## config.mk

```make
export PLATFORM = sky130hd
export DESIGN_NAME = conv_transpose3d_tap_sequencer
export DESIGN_NICKNAME = d
export VERILOG_FILES = /design/src/rtl/conv_transpose3d_tap_sequencer.sv
export SDC_FILE = /design/constraint.sdc
export NUM_CORES = 1
export LEC_CHECK = 0
export CAP_MARGIN = 40
export CORE_MARGIN = 2
export CORE_UTILIZATION = 35
export DETAILED_ROUTE_END_ITERATION = 6
export GPL_ROUTABILITY_DRIVEN = 0
export GPL_TIMING_DRIVEN = 0
export HOLD_SLACK_MARGIN = 0.1
export PLACE_DENSITY = 0.48
export SYNTH_ARGS = -nofsm -noshare
export SYNTH_HDL_FRONTEND = slang
export SYNTH_SLANG_ARGS = --single-unit
```

## constraint.sdc

```tcl
create_clock -name clk -period 6.75 [get_ports clk]
set_input_delay 1.35 -clock clk [delete_from_list [all_inputs] [get_ports clk]]
set_output_delay 1.35 -clock clk [all_outputs]
set_load 0.02 [all_outputs]
```

## src/rtl/conv_transpose3d_tap_sequencer.sv

```systemverilog
// rtl/conv_transpose3d_tap_sequencer.sv - gather-form tap/commit sequencer for 3D grouped transposed convolution
module conv_transpose3d_tap_sequencer #(
  parameter int CIN    = 4,
  parameter int COUT   = 4,
  parameter int GROUPS = 2,
  parameter int K      = 3,
  parameter int STRIDE = 2,
  parameter int PAD    = 1,
  parameter int ID     = 2,
  parameter int IH     = 3,
  parameter int IW     = 4,
  parameter int AW     = 16
) (
  input  logic          clk,
  input  logic          rst,
  input  logic          start,
  output logic          busy,
  output logic          done,
  output logic          tap_valid,
  input  logic          tap_ready,
  output logic [AW-1:0] tap_in_addr,
  output logic [AW-1:0] tap_w_addr,
  output logic          tap_first,
  output logic          commit_valid,
  input  logic          commit_ready,
  output logic [AW-1:0] commit_addr,
  output logic          commit_empty
);

  localparam int OD  = (ID - 1) * STRIDE - 2 * PAD + K;
  localparam int OH  = (IH - 1) * STRIDE - 2 * PAD + K;
  localparam int OW  = (IW - 1) * STRIDE - 2 * PAD + K;
  localparam int CPG = CIN / GROUPS;
  localparam int OPG = COUT / GROUPS;
  localparam int SH  = $clog2(STRIDE);

  localparam logic [AW-1:0] K_LAST   = AW'(K - 1);
  localparam logic [AW-1:0] OD_LAST  = AW'(OD - 1);
  localparam logic [AW-1:0] OH_LAST  = AW'(OH - 1);
  localparam logic [AW-1:0] OW_LAST  = AW'(OW - 1);
  localparam logic [AW-1:0] CPG_LAST = AW'(CPG - 1);
  localparam logic [AW-1:0] OPG_LAST = AW'(OPG - 1);
  localparam logic [AW-1:0] G_LAST   = AW'(GROUPS - 1);
  localparam logic [AW-1:0] PAD_A    = AW'(PAD);
  localparam logic [AW-1:0] S_MASK   = AW'(STRIDE - 1);
  localparam logic [AW-1:0] ID_A     = AW'(ID);
  localparam logic [AW-1:0] IH_A     = AW'(IH);
  localparam logic [AW-1:0] IW_A     = AW'(IW);
  localparam logic [AW-1:0] K_A      = AW'(K);
  localparam logic [AW-1:0] KK_A     = AW'(K * K);
  localparam logic [AW-1:0] CPG_A    = AW'(CPG);
  localparam logic [AW-1:0] OPG_A    = AW'(OPG);
  localparam logic [AW-1:0] IN_STEP  = AW'(ID * IH * IW);
  localparam logic [AW-1:0] W_STEP   = AW'(OPG * K * K * K);

  typedef enum logic [2:0] {S_IDLE, S_SCAN, S_EMIT, S_COMMIT, S_DONE} state_t;

  state_t state_q, state_d;

  // Loop counters; output channel is kept as (group, channel-in-group) to avoid a divider.
  logic [AW-1:0] g_q, ocm_q, od_q, oh_q, ow_q;
  logic [AW-1:0] kd_q, kh_q, kw_q, ci_q;
  logic [AW-1:0] in_addr_q, w_addr_q, commit_addr_q;
  logic          any_q;

  logic          scan_ok, k_last, ci_last, vox_last, tap_hs, commit_hs;
  logic [AW-1:0] i_d, i_h, i_w;
  logic [AW-1:0] kd_n, kh_n, kw_n;
  logic [AW-1:0] in_base, w_base;

  // A tap lands on a real input sample when o+PAD-k is non-negative, stride-aligned and in range.
  function automatic logic axis_ok(input logic [AW-1:0] o, input logic [AW-1:0] k,
                                   input logic [AW-1:0] imax);
    logic [AW-1:0] t;
    t = o + PAD_A - k;
    return (o + PAD_A >= k) && ((t & S_MASK) == '0) && ((t >> SH) < imax);
  endfunction

  // Tap validity, loop-end flags and the next kernel index.
  always_comb begin
    scan_ok   = axis_ok(od_q, kd_q, ID_A) && axis_ok(oh_q, kh_q, IH_A) && axis_ok(ow_q, kw_q, IW_A);
    i_d       = (od_q + PAD_A - kd_q) >> SH;
    i_h       = (oh_q + PAD_A - kh_q) >> SH;
    i_w       = (ow_q + PAD_A - kw_q) >> SH;
    k_last    = (kd_q == K_LAST) && (kh_q == K_LAST) && (kw_q == K_LAST);
    ci_last   = (ci_q == CPG_LAST);
    vox_last  = (g_q == G_LAST) && (ocm_q == OPG_LAST) && (od_q == OD_LAST) &&
                (oh_q == OH_LAST) && (ow_q == OW_LAST);
    tap_hs    = (state_q == S_EMIT) && tap_ready;
    commit_hs = (state_q == S_COMMIT) && commit_ready;
    kw_n      = (kw_q == K_LAST) ? '0 : kw_q + 1'b1;
    kh_n      = (kw_q == K_LAST) ? ((kh_q == K_LAST) ? '0 : kh_q + 1'b1) : kh_q;
    kd_n      = (kw_q == K_LAST && kh_q == K_LAST) ? ((kd_q == K_LAST) ? '0 : kd_q + 1'b1) : kd_q;
    in_base   = ((g_q * CPG_A * ID_A + i_d) * IH_A + i_h) * IW_A + i_w;
    w_base    = ((g_q * CPG_A * OPG_A + ocm_q) * K_A + kd_q) * KK_A + kh_q * K_A + kw_q;
  end

  // State register.
  always_ff @(posedge clk) begin
    if (rst) state_q <= S_IDLE;
    else     state_q <= state_d;
  end

  // Next-state logic.
  always_comb begin
    state_d = state_q;
    case (state_q)
      S_IDLE:   if (start) state_d = S_SCAN;
      S_SCAN:   if (scan_ok) state_d = S_EMIT;
                else if (k_last) state_d = S_COMMIT;
      S_EMIT:   if (tap_hs && ci_last) state_d = k_last ? S_COMMIT : S_SCAN;
      S_COMMIT: if (commit_hs) state_d = vox_last ? S_DONE : S_SCAN;
      S_DONE:   state_d = S_IDLE;
      default:  state_d = S_IDLE;
    endcase
  end

  // Counters and address registers; the commit address simply counts voxels since ow is innermost.
  always_ff @(posedge clk) begin
    if (rst) begin
      g_q <= '0; ocm_q <= '0; od_q <= '0; oh_q <= '0; ow_q <= '0;
      kd_q <= '0; kh_q <= '0; kw_q <= '0; ci_q <= '0;
      in_addr_q <= '0; w_addr_q <= '0; commit_addr_q <= '0; any_q <= 1'b0;
    end else begin
      case (state_q)
        S_IDLE: if (start) begin
          g_q <= '0; ocm_q <= '0; od_q <= '0; oh_q <= '0; ow_q <= '0;
          kd_q <= '0; kh_q <= '0; kw_q <= '0; ci_q <= '0;
          commit_addr_q <= '0; any_q <= 1'b0;
        end
        S_SCAN: if (scan_ok) begin
          ci_q      <= '0;
          in_addr_q <= in_base;
          w_addr_q  <= w_base;
        end else begin
          kd_q <= kd_n; kh_q <= kh_n; kw_q <= kw_n;
        end
        S_EMIT: if (tap_hs) begin
          any_q <= 1'b1;
          if (ci_last) begin
            kd_q <= kd_n; kh_q <= kh_n; kw_q <= kw_n;
          end else begin
            ci_q      <= ci_q + 1'b1;
            in_addr_q <= in_addr_q + IN_STEP;
            w_addr_q  <= w_addr_q + W_STEP;
          end
        end
        S_COMMIT: if (commit_hs) begin
          any_q         <= 1'b0;
          commit_addr_q <= commit_addr_q + 1'b1;
          kd_q <= '0; kh_q <= '0; kw_q <= '0;
          if (ow_q != OW_LAST) ow_q <= ow_q + 1'b1;
          else begin
            ow_q <= '0;
            if (oh_q != OH_LAST) oh_q <= oh_q + 1'b1;
            else begin
              oh_q <= '0;
              if (od_q != OD_LAST) od_q <= od_q + 1'b1;
              else begin
                od_q <= '0;
                if (ocm_q != OPG_LAST) ocm_q <= ocm_q + 1'b1;
                else begin
                  ocm_q <= '0;
                  g_q   <= g_q + 1'b1;
                end
              end
            end
          end
        end
        default: ;
      endcase
    end
  end

  // Outputs decoded from the registered state and address registers only.
  always_comb begin
    busy         = (state_q == S_SCAN) || (state_q == S_EMIT) || (state_q == S_COMMIT);
    done         = (state_q == S_DONE);
    tap_valid    = (state_q == S_EMIT);
    commit_valid = (state_q == S_COMMIT);
    tap_first    = (state_q == S_EMIT) && !any_q;
    commit_empty = (state_q == S_COMMIT) && !any_q;
    tap_in_addr  = in_addr_q;
    tap_w_addr   = w_addr_q;
    commit_addr  = commit_addr_q;
  end

endmodule

```

* Word level (Yosys, flattened, before mapping) *
Cells that the tools add are included.

word-level totals
  output and inout bits = 54
  logic and storage cells = 187
  input bits = 5
  bits in registers = 196

cells by class
  equal/unequal tests = 30
  $add $sub $neg = 22
  magnitude comparators = 6
  reductions and logical operators = 42
  muxes and demuxes = 69
  $mul = 4

operators by type and width
  cell                                                                            count
  16-bit two-way mux                                                              45
  16-bit one-hot mux with 2 select lines                                          8
  16-bit one-hot mux with 4 select lines                                          3
  16-bit by 1-bit adder with 16-bit output (second input constant)                10
  16-bit adder                                                                    4
  16-bit by 2-bit equality test with 1-bit output (second input constant)         4
  16-bit by 1-bit equality test with 1-bit output (second input constant)         3
  16-bit >= comparator                                                            3
  16-bit logical NOT                                                              3
  16-bit one-hot mux with 3 select lines                                          1
  16-bit subtractor                                                               3
  16-bit by 15-bit adder with 16-bit output                                       2
  16-bit by 3-bit equality test with 1-bit output (second input constant)         2
  16-bit by 2-bit multiplier with 16-bit output (second input constant)           2
  16-bit by 3-bit inequality test with 1-bit output (second input constant)       2
  15-bit by 2-bit less-than comparator with 1-bit output (second input constant)  2
  1-bit logical AND                                                               20
  3-bit two-way mux                                                               6
  16-bit by 5-bit adder with 16-bit output (second input constant)                1
  16-bit by 6-bit adder with 16-bit output (second input constant)                1
  16-bit by 2-bit multiplier with 14-bit output (second input constant)           1
  16-bit by 4-bit multiplier with 16-bit output (second input constant)           1
  16-bit by 1-bit inequality test with 1-bit output (second input constant)       1
  16-bit by 2-bit inequality test with 1-bit output (second input constant)       1
  other kinds (23)                                                                44

* Longest topological paths before layout *
  word-level depth = 9
  gate-level depth with buffers = 31
  depth with buffers taken out = 31

* Worst setup path after synthesis *
No wires, ideal clock.

  kind = flip-flop to flip-flop
  from = register g_q[1]
  to = register w_addr_q[15], in the netlist tap_w_addr[15]
  required time = 6680 ps
  path buffers = 0
  stages on the path, launching flop included = 29
  clock period less this slack = 6606 ps
  setup slack = 144 ps
  data arrival time = 6536 ps
  setup time = 70 ps
  path through = dfxtp_1 > ha_1 > a21o_1 > a21oi_1 > nand2b_1 > nand2b_1 > a21oi_1 > xnor2_1 > fa_1 > ha_1 > o41ai_1 > o21ai_0 > xnor2_1 > fa_1 > fa_1 > inv_1 > ha_1 > inv_1 > fa_1 > inv_1 > ha_1 > or3_1 > o211ai_1 > o21ai_0 > xor2_1 > xnor2_1 > xnor2_1 > nand2_1 > a21oi_1

on the way
  cells in the longest elaborated chain, start to end = 8

RTL lines
  element                                        RTL line  source
  start, declared                                61        logic [AW-1:0] g_q, ocm_q, od_q, oh_q, ow_q;
  start signal, assigned                         164       g_q <= g_q + 1'b1;
  16-bit adder                                   95        w_base = ((g_q * CPG_A * OPG_A + ocm_q) * K_A + kd_q) * KK_A + kh_q * K_A + kw_q;
  16-bit by 2-bit multiplier with 16-bit output  95
  16-bit adder                                   95
  16-bit by 4-bit multiplier with 16-bit output  95
  16-bit adder (2 in a row)                      95
  16-bit two-way mux                             131       S_SCAN: if (scan_ok) begin
  16-bit one-hot mux with 2 select lines         125       case (state_q)
  end signal, assigned                           134       w_addr_q <= w_base;
  end signal, assigned                           145       w_addr_q <= w_addr_q + W_STEP;
  end, declared                                  63        logic [AW-1:0] in_addr_q, w_addr_q, commit_addr_q;

No other way between the ends. The select of a mux whose other input is x is not followed.
A chain may end at the register's enable or synchronous reset.

* Final worst setup path *
  from = register ocm_q[3]
  to = register w_addr_q[15], in the netlist tap_w_addr[15]

on the way
  cells in the longest elaborated chain, start to end = 8

RTL lines
  element                                        RTL line  source
  start, declared                                61
  start signal, assigned                         161       if (ocm_q != OPG_LAST) ocm_q <= ocm_q + 1'b1;
  16-bit adder                                   95
  16-bit by 2-bit multiplier with 16-bit output  95
  16-bit adder                                   95
  16-bit by 4-bit multiplier with 16-bit output  95
  16-bit adder (2 in a row)                      95
  16-bit two-way mux                             131
  16-bit one-hot mux with 2 select lines         125

No other way between the ends. The select of a mux whose other input is x is not followed.

==> results_dict.tcl <==
set metrics [dict create \
    outcome "complete, but fails checks" \
    violations "setup timing" \
    synth_seq_area_share 0.2090 \
    grtUsageTotal 0.2358 \
    post-route-period-util 1.015 \
    clk_pin_slew_ns 0.09 \
    slew_headroom 0.3000 \
    clock_sinks 196 \
    fin_skew_ns 0.01617 \
    io_buffers 58 \
    power_density_nw_per_um2 126.3 \
    die_area_um2 55500 \
    synth_edf_count 0 \
    hp-class "reg -> reg" \
    initial_core_util 0.3558 \
    ff_latch_area_um2 3951 \
    rows 84 \
    yosysTopAreaCell "dfxtp_1" \
    numCtsBuffers 17 \
    yosys.area.top_type_share 0.2090 \
    wl_per_cell_um 20.53 \
    antenna_left 0 \
    grt_max_degree 20 \
    final_util 0.4154 \
    drtIter0Drc 1270 \
    setup_viol 1 \
    drc 0 \
    max_freq_mhz 145.9 \
    ys_async_sr_fraction 0 \
    area_delta_synth_final_pct 16.76 \
    vias 17900 \
    worstMarginPinSlew_ns 1.050 \
    whs_ns 0.4985 \
    avgViaCountPerCell 5.555 \
    cts_tree "done" \
    endpoint_kind "flip-flop" \
    grt_pass1_wl_mm 101.4 \
    synthCells 2405 \
    synthDistinctLibCells 87 \
    critPathMostFrequentCell "fa_1" \
    rsz0062_at_grt "true" \
    yosysWarnings 0 \
    core_um2 52760 \
    finalHoldViolCount 0 \
    grt_pass1_vias 16990 \
    drt_wl_total_mm 66.16 \
    design_area_um2 21920 \
    synth_seq_cells 196 \
    cp.required_ns 7.19 \
    antenna_found_initial 2 \
    yosysMostFrequentCell "nor2_1" \
    p_leak_uw 0.009175 \
    grt_overflow_total 0 \
    die_x_um 235.6 \
    htreeDepth 4 \
    drive_gt1_frac 0.08962 \
    worst_skew_pair.late_latency_ns 0.51 \
    finalWorstSetupSlack_ns -0.1042 \
    drtPass1Iterations 5 \
    critPathSlowestCell "fa_1" \
    hpwl_mm 53.61 \
    final_nets 2785 \
    synth.net_count 2670 \
    multi_input_area_um2 14490 \
    cp_max_fo 7 \
    synth.area.top_cells "dfxtp_1 21%, ha_1 12%, fa_1 7.8%" \
    slowest_delay_ns 0.54 \
    cp-start-kind "flip-flop" \
    irDropWorstVdd_mv 0.2009 \
    placed_area_um2 20290 \
    syn_area_per_cell_um2 7.805 \
    netlist_area_um2 18770 \
    setup_tns_ns -0.1042 \
    clockRootBuffer "clkbuf_16" \
    timing_worst_setup_path_type "reg -> reg" \
    num-fill-cells 5407 \
    ios 59 \
    die_h_um 235.6 \
    cts.path.max_buffers 2 \
    arrival_ns 7.30 \
    synthFlopType "dfxtp_1" \
    slew_violations 0 \
    drv_cap 0 \
    period_needed_ns 6.854 \
    yosys-top-cells-count "257 x nor2_1, 218 x inv_1, 196 x dfxtp_1" \
]
-- stage by stage --
| step | total power [µW] | cells | setup slack, ns |
|---|---|---|---|
| floorplan | 1533 | 2405 | 0.1436 |
| global placement | 1718 | 3151 | -1.452 |
| detailed placement | 1726 | 3159 | -1.558 |
| CTS | 2798 | 3210 | -0.1273 |
| global route | 2894 | 3221 | -0.3441 |
| finish | 2768 | 3222 | -0.1042 |
-- cell usage in the layout (no fill, tap or decap), types with 21 or more instances in the layout --
cell type,n
a21oi_1,163
clkdlybuf4s50_1,58
and3_1,53
nand4_1,41
nor4_1,36
o21ai_0,115
nand2_1,134
a211oi_1,21
clkbuf_1,63
inv_1,207
nand3_1,95
dfxtp_1,186
fa_1,72
nor2b_1,26
or3_1,29
xor2_1,85
xnor2_1,87
buf_4,31
o21ai_1,27
nor3_1,89
ha_1,169
nor2_1,251
-- worst max-delay path: cells and delay by family (launching register included) --
family	cells	cell delay, ns
xor gates and xnor gates	5	1.05
buffers and inverters	4	0.26
DFF	1	0.39
AOI/OAI and AO/OA	8	1.45
adders and majority gates	8	3.16
and+or+nand+nor	4	0.46
-- repair_timing --
item                                    CTS  global route
hold buffers                              0             0
endpoints found under the setup margin    9             7
cloned                                    0             0
pin swaps                                44            42
setup buffers                            19            11
gates resized for setup                  98            56
-- logic make-up after synthesis --
group	Yosys count	share of synthesized area
XOR/XNOR	202	0.09572
multiplexers	12	0.006399
flip-flops	196	0.2090
AND/OR/NAND/NOR	896	0.2447
buffers and inverters	296	0.06019
AO/OA/AOI/OAI	543	0.1814
adder cells (fa/ha/maj)	260	0.2025
-- flip-flops by register name (all words and copies together), names as in the netlist --
| name | flops |
|---|---|
| any_q | 1 |
| ci_q | 16 |
| commit_addr | 16 |
| g_q | 16 |
| kd_q | 16 |
| kh_q | 16 |
| kw_q | 16 |
| ocm_q | 16 |
| od_q | 16 |
| oh_q | 16 |
| ow_q | 16 |
| state_q | 3 |
| tap_in_addr | 16 |
| tap_w_addr | 16 |
-- final timing paths --
check,slack (ns),end,start,cells past startpoint
max reg2reg,-0.10,tap_w_addr[15],ocm_q[3],29
max,-0.10,tap_w_addr[15],ocm_q[3],29
min,0.50,tap_in_addr[4],tap_in_addr[4],2
min reg2reg,0.50,tap_in_addr[4],tap_in_addr[4],2
-- metal layers --
metal / vias up / part of all wire / track usage
met5: - / 0 / 0
met4: 0 / 0.035 / 0.09477
met3: 91 / 0.043 / 0.02932
met2: 453 / 0.45 / 0.3808
met1: 8606 / 0.47 / 0.3190
li1: 8749 / - / -
-- area by class of cell --
class,count,share of cell area
Antenna cell,1,0.0001142
Buffer,77,0.01404
Tap cell,688,0.03928
Multi-Input combinational cell,1913,0.6610
Inverter,219,0.03751
Clock inverter,14,0.006394
Sequential cell,196,0.1803
Timing Repair Buffer,96,0.04133
Clock buffer,18,0.02004
-- where the power goes --
group | total (µW) | internal [µW] | switching (µW)
Sequential | 1180 | 1160 | 15.9
Clock | 1060 | 500 | 559
Combinational | 533 | 178 | 355
Total | 2770 | 1840 | 930
No activity file was read; power rests on OpenSTA's default activity.
